$ cat src/rtl/multdiv_seq_if.sv
// Start/operand/result bundle for multdiv_seq.
// The bench drives through master; the divider core sits on slave.
interface multdiv_seq_if;
    logic        ctrl_MULT;
    logic        ctrl_DIV;
    logic [31:0] data_operandA;
    logic [31:0] data_operandB;
    logic [31:0] data_result;
    logic        data_exception;
    logic        data_resultRDY;

    modport master (
        output ctrl_MULT, ctrl_DIV, data_operandA, data_operandB,
        input  data_result, data_exception, data_resultRDY
    );
    modport slave (
        input  ctrl_MULT, ctrl_DIV, data_operandA, data_operandB,
        output data_result, data_exception, data_resultRDY
    );
endinterface

$ cat src/rtl/multdiv_seq.sv
// Sequential signed 32x32 Booth multiplier / non-restoring divider with a 33-cycle latency.
// Define MULTDIV_EARLY_DIV0_EN to finish divide-by-zero in 2 cycles instead of 33.
module cla_32 (
    input  logic [31:0] i_a,
    input  logic [31:0] i_b,
    input  logic        i_cin,
    output logic [31:0] o_sum,
    output logic        o_cout
);
    logic [31:0] w_g, w_p, w_c;
    logic [8:0]  w_gc;

    assign w_g     = i_a & i_b;
    assign w_p     = i_a ^ i_b;
    assign w_gc[0] = i_cin;

    // 4-bit lookahead groups chained through group generate/propagate
    for (genvar k = 0; k < 8; k++) begin : g_blk
        localparam int B = 4 * k;
        logic w_bg, w_bp;
        assign w_c[B]   = w_gc[k];
        assign w_c[B+1] = w_g[B] | (w_p[B] & w_gc[k]);
        assign w_c[B+2] = w_g[B+1] | (w_p[B+1] & w_g[B]) | (w_p[B+1] & w_p[B] & w_gc[k]);
        assign w_c[B+3] = w_g[B+2] | (w_p[B+2] & w_g[B+1]) | (w_p[B+2] & w_p[B+1] & w_g[B])
                        | (w_p[B+2] & w_p[B+1] & w_p[B] & w_gc[k]);
        assign w_bg = w_g[B+3] | (w_p[B+3] & w_g[B+2]) | (w_p[B+3] & w_p[B+2] & w_g[B+1])
                    | (w_p[B+3] & w_p[B+2] & w_p[B+1] & w_g[B]);
        assign w_bp = &w_p[B+3:B];
        assign w_gc[k+1] = w_bg | (w_bp & w_gc[k]);
    end

    assign o_sum  = w_p ^ w_c;
    assign o_cout = w_gc[8];
endmodule

module multdiv_seq (
    input  logic         clock,
    input  logic         reset,
    multdiv_seq_if.slave bus
);
    typedef enum logic [1:0] {S_IDLE, S_MULT, S_DIV, S_DONE} state_t;

    state_t      r_state, w_next;
    logic [5:0]  r_cnt;
    logic [31:0] r_acc, r_q, r_m, r_result;
    logic        r_q1, r_pt, r_mult, r_neg, r_divz, r_dovf, r_exc, r_rdy;
    logic        w_start, w_last, w_skip, w_do_mult, w_do_div, w_fin;
    logic [31:0] w_add_a, w_add_b, w_sum, w_nega_in, w_nega, w_negb, w_amag, w_bmag;
    logic        w_add_cin, w_cout, w_nega_co, w_bzero, w_mul_sgn, w_div_top, w_dovf_in;

    assign w_start = bus.ctrl_MULT | bus.ctrl_DIV;
    assign w_last  = (r_cnt == 6'd31);
`ifdef MULTDIV_EARLY_DIV0_EN
    assign w_skip  = r_divz;
`else
    assign w_skip  = 1'b0;
`endif

    always_ff @(posedge clock) begin
        if (reset) r_state <= S_IDLE;
        else       r_state <= w_next;
    end

    always_comb begin
        w_next = r_state;
        if (w_start) begin
            w_next = bus.ctrl_MULT ? S_MULT : S_DIV;
        end else begin
            case (r_state)
                S_IDLE:  w_next = S_IDLE;
                S_MULT:  if (w_last) w_next = S_DONE;
                S_DIV:   if (w_last || w_skip) w_next = S_DONE;
                default: w_next = S_IDLE;
            endcase
        end
    end

    always_comb begin
        w_do_mult = 1'b0;
        w_do_div  = 1'b0;
        w_fin     = 1'b0;
        case (r_state)
            S_MULT:  w_do_mult = 1'b1;
            S_DIV:   w_do_div  = ~w_skip;
            S_DONE:  w_fin     = 1'b1;
            default: ;
        endcase
    end

    // Shared adder: Booth step, divide step, or final remainder correction
    always_comb begin
        w_add_a   = r_acc;
        w_add_b   = 32'd0;
        w_add_cin = 1'b0;
        if (w_do_mult) begin
            case ({r_q[0], r_q1})
                2'b01:   w_add_b = r_m;
                2'b10: begin
                    w_add_b   = ~r_m;
                    w_add_cin = 1'b1;
                end
                default: ;
            endcase
        end else if (w_do_div) begin
            w_add_a   = {r_acc[30:0], r_q[31]};
            w_add_b   = r_pt ? r_m : ~r_m;
            w_add_cin = ~r_pt;
        end else if (w_fin) begin
            w_add_b   = r_pt ? r_m : 32'd0;
        end
    end

    cla_32 u_main (.i_a(w_add_a), .i_b(w_add_b), .i_cin(w_add_cin), .o_sum(w_sum), .o_cout(w_cout));

    // 33rd bit of each sum, so a 0x80000000 operand cannot corrupt the sign
    assign w_mul_sgn = r_acc[31] ^ w_add_b[31] ^ w_cout;
    assign w_div_top = r_acc[31] ^ ~r_pt ^ w_cout;

    // Negators: operand magnitudes at start, quotient sign fix-up at the end
    assign w_nega_in = w_start ? ~bus.data_operandA : ~r_q;
    cla_32 u_nega (.i_a(w_nega_in), .i_b(32'd0), .i_cin(1'b1), .o_sum(w_nega), .o_cout(w_nega_co));
    cla_32 u_negb (.i_a(~bus.data_operandB), .i_b(32'd0), .i_cin(1'b1), .o_sum(w_negb), .o_cout(w_bzero));

    assign w_amag    = bus.data_operandA[31] ? w_nega : bus.data_operandA;
    assign w_bmag    = bus.data_operandB[31] ? w_negb : bus.data_operandB;
    assign w_dovf_in = (bus.data_operandA == 32'h8000_0000) && (bus.data_operandB == 32'hFFFF_FFFF);

    always_ff @(posedge clock) begin
        if (reset) begin
            r_cnt    <= 6'd0;
            r_acc    <= 32'd0;
            r_q      <= 32'd0;
            r_m      <= 32'd0;
            r_q1     <= 1'b0;
            r_pt     <= 1'b0;
            r_mult   <= 1'b0;
            r_neg    <= 1'b0;
            r_divz   <= 1'b0;
            r_dovf   <= 1'b0;
            r_result <= 32'd0;
            r_exc    <= 1'b0;
            r_rdy    <= 1'b0;
        end else begin
            r_rdy <= 1'b0;
            if (w_start) begin
                r_cnt  <= 6'd0;
                r_acc  <= 32'd0;
                r_q1   <= 1'b0;
                r_pt   <= 1'b0;
                r_mult <= bus.ctrl_MULT;
                r_q    <= bus.ctrl_MULT ? bus.data_operandB : w_amag;
                r_m    <= bus.ctrl_MULT ? bus.data_operandA : w_bmag;
                r_neg  <= bus.data_operandA[31] ^ bus.data_operandB[31];
                r_divz <= w_bzero;
                r_dovf <= w_dovf_in;
            end else if (w_do_mult) begin
                r_acc <= {w_mul_sgn, w_sum[31:1]};
                r_q   <= {w_sum[0], r_q[31:1]};
                r_q1  <= r_q[0];
                r_cnt <= r_cnt + 6'd1;
            end else if (w_do_div) begin
                r_acc <= w_sum;
                r_pt  <= w_div_top;
                r_q   <= {r_q[30:0], ~w_div_top};
                r_cnt <= r_cnt + 6'd1;
            end else if (w_fin) begin
                r_rdy <= 1'b1;
                if (r_mult) begin
                    r_result <= r_q;
                    r_exc    <= ~((&{r_acc, r_q[31]}) | ~(|{r_acc, r_q[31]}));
                end else begin
                    r_acc <= w_sum;
                    r_pt  <= 1'b0;
                    if (r_divz) begin
                        r_result <= 32'd0;
                        r_exc    <= 1'b1;
                    end else if (r_dovf) begin
                        r_result <= 32'h8000_0000;
                        r_exc    <= 1'b1;
                    end else begin
                        r_result <= (r_neg && !w_nega_co) ? w_nega : r_q;
                        r_exc    <= 1'b0;
                    end
                end
            end
        end
    end

    assign bus.data_result    = r_result;
    assign bus.data_exception = r_exc;
    assign bus.data_resultRDY = r_rdy;
endmodule
$ cat src/flat_wrapper.sv
// flat-port wrapper written by rule: the top's interface ports become plain ports
module multdiv_seq_flat 
  (clock, reset, bus_ctrl_MULT, bus_ctrl_DIV, bus_data_operandA, bus_data_operandB, bus_data_result, bus_data_exception, bus_data_resultRDY);
  multdiv_seq_if bus_i ();
  input  logic clock;
  input  logic reset;
  input wire logic [$bits(bus_i.ctrl_MULT)-1:0] bus_ctrl_MULT;
  input wire logic [$bits(bus_i.ctrl_DIV)-1:0] bus_ctrl_DIV;
  input wire logic [$bits(bus_i.data_operandA)-1:0] bus_data_operandA;
  input wire logic [$bits(bus_i.data_operandB)-1:0] bus_data_operandB;
  output wire logic [$bits(bus_i.data_result)-1:0] bus_data_result;
  output wire logic [$bits(bus_i.data_exception)-1:0] bus_data_exception;
  output wire logic [$bits(bus_i.data_resultRDY)-1:0] bus_data_resultRDY;
  assign bus_i.ctrl_MULT = bus_ctrl_MULT;
  assign bus_i.ctrl_DIV = bus_ctrl_DIV;
  assign bus_i.data_operandA = bus_data_operandA;
  assign bus_i.data_operandB = bus_data_operandB;
  assign bus_data_result = bus_i.data_result;
  assign bus_data_exception = bus_i.data_exception;
  assign bus_data_resultRDY = bus_i.data_resultRDY;
  multdiv_seq u_core (.clock(clock), .reset(reset), .bus(bus_i));
endmodule
$ cat config.mk
export PLATFORM = sky130hd
export DESIGN_NAME = multdiv_seq_flat
export DESIGN_NICKNAME = d
export VERILOG_FILES = /design/src/rtl/multdiv_seq_if.sv /design/src/rtl/multdiv_seq.sv /design/src/flat_wrapper.sv
export SDC_FILE = /design/constraint.sdc
export NUM_CORES = 1
export LEC_CHECK = 0
export BUFFER_PORTS_ARGS = -buffer_cell sky130_fd_sc_hd__buf_2
export CAP_MARGIN = 40
export CELL_PAD_IN_SITES_DETAIL_PLACEMENT = 2
export CELL_PAD_IN_SITES_GLOBAL_PLACEMENT = 2
export CORE_UTILIZATION = 36
export CTS_CLUSTER_SIZE = 25
export DETAILED_ROUTE_END_ITERATION = 16
export PLACE_DENSITY_LB_ADDON = 0.2
export SLEW_MARGIN = 20
export SYNTH_ARGS = -nofsm -noshare
export SYNTH_HDL_FRONTEND = slang
export SYNTH_SLANG_ARGS = --single-unit
$ cat constraint.sdc
create_clock -name clock -period 6.3 [get_ports clock]
set_input_delay 0.315 -clock clock [delete_from_list [all_inputs] [get_ports clock]]
set_output_delay 0.315 -clock clock [all_outputs]
set_load 0.05 [all_outputs]
; Word level (Yosys, flattened, before mapping)
; Index checks and enable logic that the tools add are counted.
[word_totals]
reg_bits = 144
inputBits = 68
out_inout_bits = 34
wordCells = 435
[op_classes]
add_sub_neg = 1
n_eq_ne = 11
n_mux = 43
n_bitwise = 327
n_reduce_logical = 39
[ops]
columns = operator, n
row1 = 2-to-1 mux 32 bit, 23
row2 = bitwise AND 1 bit, 224
row3 = NOT 32 bit, 4
row4 = bitwise XOR 32 bit, 4
row5 = AND reduction 4 bit, 25
row6 = bitwise OR 1 bit, 82
row7 = equality test 32 bit (second input constant), 2
row8 = case mux 32 bit (2 select lines), 1
row9 = AND reduction 33 bit, 1
row10 = OR reduction 33 bit, 1
row11 = bitwise AND 32 bit, 1
row12 = 2-to-1 mux 1 bit, 13
row13 = 2-to-1 mux 6 bit, 2
row14 = 2-to-1 mux 2 bit, 4
row15 = NOT 1 bit, 7
row16 = adder 6 x 1 -> 6 bit (second input constant), 1
row17 = equality test 2 bit (second input constant), 3
row18 = equality test 6 x 5 -> 1 bit (second input constant), 1
row19 = nonzero test 3 bit, 2
row20 = bitwise XOR 1 bit, 5
row21 = equality test 2 x 1 -> 1 bit (second input constant), 2
row22 = nonzero test 2 bit, 2
row23 = OR reduction 2 bit, 2
row24 = OR reduction 4 bit, 1
row25 = other kinds (7), 8

; Logic depth before layout (Yosys ltp)
; Gate-level depths: netlist of the first run.
[depth]
ltp_word = 30
ltp_mapped = 21
depth_no_buf = 18

; Cells and area by module
; A second synthesis of the first run with hierarchy kept.
[unflattened]
hier_cells = 1773
hier_area_um2 = 14287.5
[by_module_without_submodules]
columns = mod, n_inst, cells_per_inst, area_per_inst_um2, seq_area_each_um2
row1 = multdiv_seq, 1, 1285, 10212.3, 2882.8
row2 = cla_32 at u_core.u_nega ..., 2, 159, 1335.0, 0.0
row3 = cla_32 at u_core.u_main, 1, 170, 1405.1, 0.0

; Least setup slack after synthesis of the first run
; No wires, ideal clock.
[synth_path]
path_type = register to register
start = register u_core.r_state[1]
end = register u_core.r_acc[29]
setup_time_ps = 117
arrival_ps = 4748
required_time_ps = 6183
setup_slack_ps = 1435
stages_incl_launch_ff = 21
path_buffers = 5
synth_period_minus_slack_ps = 4865
cell_sequence = dfxtp_1 -> inv_1 -> ha_1 -> clkbuf_1 -> buf_1 -> clkbuf_1 -> clkbuf_1 -> clkbuf_1 -> a221oi_1 -> a21oi_1 -> ha_1 -> a21o_1 -> a22o_1 -> o211ai_1 -> nand3_1 -> o21ai_0 -> nand2_1 -> fa_1 -> xor2_1 -> mux2_2 -> a22o_1
[synth_between]
elab_chain_cells = 30
elab_cells_between_ends = 107
cone_classes = eq/ne: 4 / mux: 14 / bitwise: 80 / reduce/logical: 9
[synth_rtl]
columns = item, line_no
row1 = start: declaration, multdiv_seq.sv:43  ; state_t r_state, w_next;
row2 = start signal: assignment, multdiv_seq.sv:61  ; else r_state <= w_next;
row3 = equality test 2 bit, multdiv_seq.sv:82  ; case (r_state)
row4 = 2-to-1 mux 1 bit, multdiv_seq.sv:82
row5 = 2-to-1 mux 32 bit, multdiv_seq.sv:108  ; end else if (w_fin) begin
row6 = 2-to-1 mux 32 bit, multdiv_seq.sv:104  ; end else if (w_do_div) begin
row7 = 2-to-1 mux 32 bit, multdiv_seq.sv:95  ; if (w_do_mult) begin
row8 = bitwise XOR 32 bit / bitwise AND 32 bit (equally long branches), "multdiv_seq.sv:14, multdiv_seq.sv:13"
row9 = "bitwise AND 1 bit, on equally long branches", "multdiv_seq.sv:26, multdiv_seq.sv:27"
row10 = "bitwise OR 1 bit, or another cell as far along", multdiv_seq.sv:26  ; assign w_bg = w_g[B+3] | (w_p[B+3] & w_g[B+2]) | (w_p[B+3] & w_p[B+2] & w_g[B+1])
row11 = (+14 left out), -
row12 = bitwise OR 1 bit, multdiv_seq.sv:29  ; assign w_gc[k+1] = w_bg | (w_bp & w_gc[k]);
row13 = bitwise AND 1 bit, multdiv_seq.sv:22  ; assign w_c[B+1] = w_g[B] | (w_p[B] & w_gc[k]);
row14 = bitwise OR 1 bit, multdiv_seq.sv:22
row15 = bitwise XOR 32 bit, multdiv_seq.sv:32  ; assign o_sum = w_p ^ w_c;
row16 = 2-to-1 mux 32 bit, multdiv_seq.sv:168  ; if (r_mult) begin
row17 = 2-to-1 mux 32 bit, multdiv_seq.sv:166  ; end else if (w_fin) begin
row18 = 2-to-1 mux 32 bit, multdiv_seq.sv:161  ; end else if (w_do_div) begin
row19 = 2-to-1 mux 32 bit, multdiv_seq.sv:156  ; end else if (w_do_mult) begin
row20 = end signal: assignment, multdiv_seq.sv:157  ; r_acc <= {w_mul_sgn, w_sum[31:1]};
row21 = end signal: assignment, multdiv_seq.sv:162  ; r_acc <= w_sum;
row22 = end signal: assignment, multdiv_seq.sv:172  ; r_acc <= w_sum;
row23 = end: declaration, multdiv_seq.sv:45  ; logic [31:0] r_acc, r_q, r_m, r_result;
; Several ways; a longest one is shown, not always the timed one. The select of a mux whose other input is x is not followed.
; A chain may end at the register's enable or synchronous reset.

; Worst setup path after layout of the first run
[layout_path]
start = register u_core.r_state[1]
end = register u_core.r_acc[27]
[layout_between]
elab_chain_cells = 28
elab_cells_between_ends = 108
cone_classes = eq/ne: 4 / mux: 14 / bitwise: 81 / reduce/logical: 9
[layout_rtl]
columns = item, line_no
row1 = equality test 2 bit, multdiv_seq.sv:82
row2 = 2-to-1 mux 1 bit, multdiv_seq.sv:82
row3 = 2-to-1 mux 32 bit, multdiv_seq.sv:108
row4 = 2-to-1 mux 32 bit, multdiv_seq.sv:104
row5 = 2-to-1 mux 32 bit, multdiv_seq.sv:95
row6 = bitwise XOR 32 bit / bitwise AND 32 bit (equally long branches), "multdiv_seq.sv:14, multdiv_seq.sv:13"
row7 = "bitwise AND 1 bit, on equally long branches", "multdiv_seq.sv:26, multdiv_seq.sv:27"
row8 = "bitwise OR 1 bit, or another cell as far along", multdiv_seq.sv:26
row9 = (+12 left out), -
row10 = bitwise OR 1 bit, multdiv_seq.sv:29
row11 = bitwise AND 1 bit, multdiv_seq.sv:25  ; | (w_p[B+2] & w_p[B+1] & w_p[B] & w_gc[k]);
row12 = bitwise OR 1 bit, multdiv_seq.sv:25
row13 = bitwise XOR 32 bit, multdiv_seq.sv:32
row14 = 2-to-1 mux 32 bit, multdiv_seq.sv:168
row15 = 2-to-1 mux 32 bit, multdiv_seq.sv:166
row16 = 2-to-1 mux 32 bit, multdiv_seq.sv:161
row17 = 2-to-1 mux 32 bit, multdiv_seq.sv:156
; Several ways; a longest one is shown, not always the timed one. The select of a mux whose other input is x is not followed.

==> impl_metrics.tcl, run 1 <==
set metrics [dict create \
    fin_area_um2 14300 \
    ant_nets 0 \
    port_buffers 101 \
    skew_ns 0.0188 \
    peakVddDrop_mv 0.209 \
    synthesis.nets 1861 \
    grt_max_degree 76 \
    synth_warnings 0 \
    via_per_inst 6.21 \
    endpoint_kind "register" \
    gp_congestion 0.859 \
    clock.fmax_ghz 0.184 \
    synth_top_family_by_area "compound AO/OA/AOI/OAI gates" \
    synth_enable_flop_cells 0 \
    r2r_slack_ns 0.85 \
    cts_buffer_depth 2 \
    grt_usage_pct 30.0 \
    synth_mux_area_share_pct 10.5 \
    worstSkewPairLatency_ns 0.48 \
    clkTransAtPathRegs_ns 0.07 \
    grt_first_pass_wirelength_mm 84.2 \
    rows 68 \
    crit_type "reg2reg" \
    drt-total-wl_mm 54.0 \
    synth-main-ff-cell "dfxtp_1" \
    drt_pass1_iterations 5 \
    grt-ovfl-total 0 \
    clock-sinks 144 \
    syn_avg_cell_area_um2 7.49 \
    synth_fa_ha_area_share_pct 9.82 \
    fin_crit_sh_pct 86.5 \
    rsz0062_at_grt "false" \
    drt_iter0_drc 670 \
    wl_per_cell_um 24.6 \
    diodes 0 \
    drc 0 \
    outcome "finished, final reports clean" \
    ys_ff_latch 144 \
    syn_inst 1698 \
    place_area_um2 13700 \
    area_delta_synth_final_pct 12.8 \
    finalHoldViolCount 0 \
    yosys.area_share.simple_pct 22.2 \
    utilization_pct 41.4 \
    min_period_ns 5.45 \
    htreeDepth 4 \
    p_leak_uw 0.00602 \
    tns_ns 0 \
    drv_slew 0 \
    final_nets 1892 \
    first_global_vias 14600 \
    maxCapViolCount 0 \
    fp.dieW_um 190 \
    vias 13600 \
    synthDistinctLibCells 75 \
    ys_seq_area_share_pct 22.7 \
    clock-root-buffer "clkbuf_16" \
    die_area_um2 36100 \
    antenna_found_initial 1 \
    startpoint_type "register" \
    crit_arrival_ns 5.79 \
    post-cts-setup-buffers 0 \
    final_layout_size_suffix_gt1_share_pct 13.8 \
    synth_area_um2 12700 \
    synth-async-reset-ratio_pct 0 \
    crit_fanout 70 \
    maxSlewHeadroom_pct 42.3 \
    synth_compound_area_share_pct 24.7 \
    die_h_um 190 \
    synth_xor_area_share_pct 4.48 \
    cts_buffers 17 \
    power-per-cell-area_nw_per_um2 201 \
    ioPinCount 102 \
    critPathRequiredTime_ns 6.64 \
    min_path_type "in2reg" \
    cts_resized 0 \
    cts_hold_buf 0 \
    worst_pin_slew_ns 0.866 \
    cts_tree "built" \
    hpwl_mm 38.8 \
    finalSetupViolCount 0 \
    core_um2 34600 \
    fillerInstances 4030 \
    start_util_pct 36.7 \
]
## stage by stage
stage	hold slack (ns)	cells	total power (uW)	worst slack [ns]
global placement	0.439	2154	1700	1.25
detailed placement	0.448	2161	1740	1.01
global route	0.145	2197	2990	0.552
floorplan	0.458	1698	1480	1.44
finish	0.145	2197	2880	0.853
CTS	0.137	2193	2890	0.956
## cell families (layout without fill, tap and decap cells)
group,count (synthesis),in the layout
fa+ha+maj,95,95
xor+xnor,65,65
compound gates,489,489
mux,128,128
simple gates,599,599
buf+inv,178,222
flops,144,144
## synth_stat cells, types with 10 or more instances
library cell | instances | area share [%]
o211ai_1 | 19 | 1.1
buf_1 | 17 | 0.50
nor4_1 | 27 | 1.3
inv_1 | 50 | 1.5
nand3_1 | 16 | 0.63
dfxtp_1 | 144 | 23
ha_1 | 87 | 8.6
nand4_1 | 24 | 1.2
o21ai_0 | 77 | 3.0
a21oi_1 | 197 | 7.8
a211oi_1 | 72 | 4.3
xor2_1 | 37 | 2.5
a221oi_1 | 39 | 2.7
clkbuf_1 | 100 | 3.0
nor2_1 | 265 | 7.8
nor2b_1 | 13 | 0.64
nor3_1 | 53 | 2.1
a311oi_1 | 13 | 0.90
nand2b_1 | 10 | 0.49
mux2i_1 | 92 | 7.2
nand2_1 | 110 | 3.2
o31ai_1 | 10 | 0.59
a21o_1 | 10 | 0.59
or3_1 | 25 | 1.2
xnor2_1 | 28 | 1.9
mux2_2 | 35 | 3.1
## path summary, 6_finish.rpt
check,startpoint,endpoint,cells past startpoint
max reg2reg,u_core.r_state[1]$_SDFFE_PP0P_,u_core.r_acc[27]$_SDFFE_PP0P_,17
min reg2reg,u_core.bus.data_result[9]$_SDFFE_PP0P_,u_core.bus.data_result[9]$_SDFFE_PP0P_,2
min,bus_data_operandB[24],u_core.r_q[24]$_SDFFE_PP0P_,3
max,u_core.r_state[1]$_SDFFE_PP0P_,u_core.r_acc[27]$_SDFFE_PP0P_,17
## critical path, stage by stage, from the launching register on
cell      delay, ns
dfxtp_1        0.35
inv_1          0.12
ha_4           0.65
inv_2          0.07
nand2_1        0.55
buf_4          0.30
mux2_2         0.35
ha_1           0.34
nand2_1        0.10
o21ai_0        0.42
and4b_1        0.28
nor4_1         0.34
o21ai_0        0.30
nand2_1        0.17
fa_1           0.44
or3_1          0.36
o211ai_1       0.10
a21oi_1        0.06
## cell type report
type,instances,area [um2],area share (%)
multi-input combinational,1376,9160,63.9
clock inverter,15,195,1.36
inverter,51,191,1.33
timing repair buffer,139,917,6.40
clock buffer,17,425,2.97
sequential,144,2880,20.1
tap,455,569,3.97
## where the power goes
part           switching (uW)  internal [uW]  total, uW
Sequential               71.7            949       1020
Clock                     501            636       1140
Combinational             464            254        718
Total                    1040           1840       2880
## flip-flops by register name (all words and copies together) (netlist names)
register and flops:
u_core.bus.data_result 32, u_core.r_acc 32, u_core.r_m 32, u_core.r_q 32
u_core.r_cnt 6, u_core.r_state 2, u_core.bus.data_exception 1, u_core.bus.data_resultRDY 1
u_core.r_divz 1, u_core.r_dovf 1, u_core.r_mult 1, u_core.r_neg 1
u_core.r_pt 1, u_core.r_q1 1
## layer usage
metal / vias to the layer above / part of all wire (%) / GRT usage, %
li1: 6269 / - / -
met1: 6991 / 44 / 37.4
met2: 297 / 49 / 51.9
met3: 76 / 3.6 / 4.28
met4: 0 / 2.7 / 11.7
met5: - / 0 / 0
## cells in the final DEF (no fill, tap or decap), types with 37 or more instances in the layout
cell      netlist  final
buf_2           4    100
xor2_1         37     37
mux2i_1        92     92
a211oi_1       72     72
nor3_1         53     53
a21oi_1       197    195
inv_1          50     50
dfxtp_1       144    144
a221oi_1       39     39
o21ai_0        77     77
nand2_1       110    110
ha_1           87     86
nor2_1        265    264
Power figures use the tool's default switching activity.
==> run 2, diff against run 1 <==
==> constraint.sdc (replaced) <==
create_clock -name clock -period 6.3 [get_ports clock]
set_input_delay 1.575 -clock clock [delete_from_list [all_inputs] [get_ports clock]]
set_output_delay 1.575 -clock clock [all_outputs]
set_load 0.05 [all_outputs]
==> run 2 against run 1 <==
Effect of this change:
- register-to-register slack gained 0.21 ns
- sequential share of layout area grew 0.093 points
- final cell count is essentially flat
- wire length shrank 1.4%
- sequential cell count is the same
- die area is the same
- combinational power shrank 1%
- sequential power is essentially flat
- clock power shrank 5%
- clock skew shrank 0.0021 ns
- largest power group unchanged
==> impl_metrics.tcl, run 2 (synthesis results as in run 1) <==
set metrics [dict create \
    ant_nets 0 \
    cts_tree "built" \
    finalSetupViolCount 0 \
    clock.fmax_ghz 0.191 \
    hpwl_mm 39.2 \
    critPathRequiredTime_ns 6.63 \
    final_nets 1895 \
    outcome "finished, final reports clean" \
    cts_resized 0 \
    rows 68 \
    fin_crit_sh_pct 83.1 \
    min_period_ns 5.24 \
    wl_per_cell_um 24.2 \
    hold_path_end "u_core.bus.data_result[0]$_SDFFE_PP0P_" \
    drc 0 \
    power-per-cell-area_nw_per_um2 197 \
    first_global_vias 14400 \
    core_um2 34600 \
    htreeDepth 4 \
    most-common-layout-cells "nor2_1, a21oi_1, dfxtp_1" \
    area_delta_synth_final_pct 12.3 \
    grt_max_degree 86 \
    drt_iter0_drc 681 \
    peakVddDrop_mv 0.216 \
    reg2reg_to "u_core.r_pt$_SDFFE_PP0P_" \
    clock-root-buffer "clkbuf_16" \
    crit_chain "inv_1 > ha_1 > nor2b_1 > buf_4 > a221oi_1 > a21oi_1 > ha_1 > nand2_1 > o21ai_0 > and4b_1 > nor4_1 > o21ai_0 > a211oi_1 > mux2i_1 > a21o_1 > a21oi_1" \
    die_h_um 190 \
    skew_ns 0.0167 \
    grt_first_pass_wirelength_mm 83.7 \
    maxSlewHeadroom_pct 39.6 \
    drv_slew 0 \
    grt-ovfl-total 0 \
    crit_fanout 17 \
    startpoint_type "register" \
    tns_ns 0 \
    grt_usage_pct 29.8 \
    drt_pass1_iterations 5 \
    critPathLaunch "u_core.r_state[0]$_SDFFE_PP0P_" \
    diodes 0 \
    cts_hold_buf 0 \
    drt-total-wl_mm 53.3 \
    hold_depth 2 \
    r2r_slack_ns 1.06 \
    finalHoldViolCount 0 \
    endpoint_kind "register" \
    maxCapViolCount 0 \
    clock-sinks 144 \
    crit_arrival_ns 5.57 \
    cp_slowest_cell "nor2b_1" \
    critPathMaxStageDelay_ns 0.57 \
    post-cts-setup-buffers 0 \
    ioPinCount 102 \
    clkTransAtPathRegs_ns 0.07 \
    worstRegToRegCells 16 \
    crit_type "reg2reg" \
    vias 13500 \
    utilization_pct 41.2 \
    fp.dieW_um 190 \
    via_per_inst 6.13 \
    hold_path.startpoint "u_core.bus.data_result[0]$_SDFFE_PP0P_" \
    min_path_type "reg2reg" \
    port_buffers 101 \
    die_area_um2 36100 \
    final_layout_size_suffix_gt1_share_pct 13.8 \
    worstSkewPairLatency_ns 0.46 \
    reg2reg_from "u_core.r_state[0]$_SDFFE_PP0P_" \
    worst_pin_slew_ns 0.897 \
    cts_buffers 17 \
    layout_commonest_cell "nor2_1" \
    gp_congestion 0.850 \
    p_leak_uw 0.00600 \
    rsz0062_at_grt "false" \
    antenna_found_initial 1 \
    start_util_pct 36.7 \
    cts_buffer_depth 2 \
]
-- run 2: cell types whose count changed in the layout (fill, tap and decap cells not counted), sizes merged --
cell,delta
inv,-6
buf,+3
clkinv,+2
clkinvlp,+1
clkbuf,+3
bufinv,-1
-- run 2: cell type report --
type | instances | area (um2)
fill | 4049 | 20400
clock buffer | 20 | 467
sequential | 144 | 2880
tap | 455 | 569
multi-input combinational | 1376 | 9140
timing repair buffer | 142 | 897
clock inverter | 11 | 129
inverter | 51 | 191
-- run 2: where the power goes --
group	leakage (uW)	internal, uW	switching (uW)	total (uW)
sequential	0.00118	949	74.1	1020
clock	0.000289	616	466	1080
combinational	0.00453	254	457	710
total	0.00600	1820	997	2810
-- run 2: per-stage QoR --
step	power (uW)	cells	hold slack, ns	setup WS (ns)	instance area, um2
finish	2810	2199	0.457	1.06	14300
global route	2930	2199	0.481	0.669	14300
CTS	2820	2196	0.462	1.13	14200
detailed placement	1740	2165	0.449	1.08	13600
global placement	1700	2161	0.440	1.23	13500
floorplan	1480	1698	0.459	1.44	12700
-- run 2: layer usage --
layer / vias up / track usage (%) / part of all wire, % / wire length [um]
met3: 80 / 3.74 / 3.4 / 1810
met2: 264 / 51.1 / 49 / 25900
li1: 6276 / - / - / -
met5: - / 0 / 0.024 / 13
met4: 2 / 10.6 / 2.8 / 1500
met1: 6855 / 38.2 / 45 / 24000
-- run 2: critical path, delay by kind of cell (launching register included) --
kind | cells | cell delay (ns)
compound gates | 7 | 1.97
fa+ha+maj | 2 | 0.47
mux | 1 | 0.40
simple gates | 4 | 1.34
flops | 1 | 0.44
buf+inv | 2 | 0.49
-- run 2: how the worst max path moves through the flow --
stage | slack, ns | endpoint
floorplan | 1.44 | u_core.r_acc[29]$_SDFFE_PP0P_
global placement | 1.23 | u_core.r_pt$_SDFFE_PP0P_
detailed placement | 1.08 | u_core.bus.data_result[29]$_SDFFE_PP0P_
CTS | 1.13 | u_core.r_pt$_SDFFE_PP0P_
global route | 0.67 | u_core.r_pt$_SDFFE_PP0P_
finish | 1.06 | u_core.r_pt$_SDFFE_PP0P_
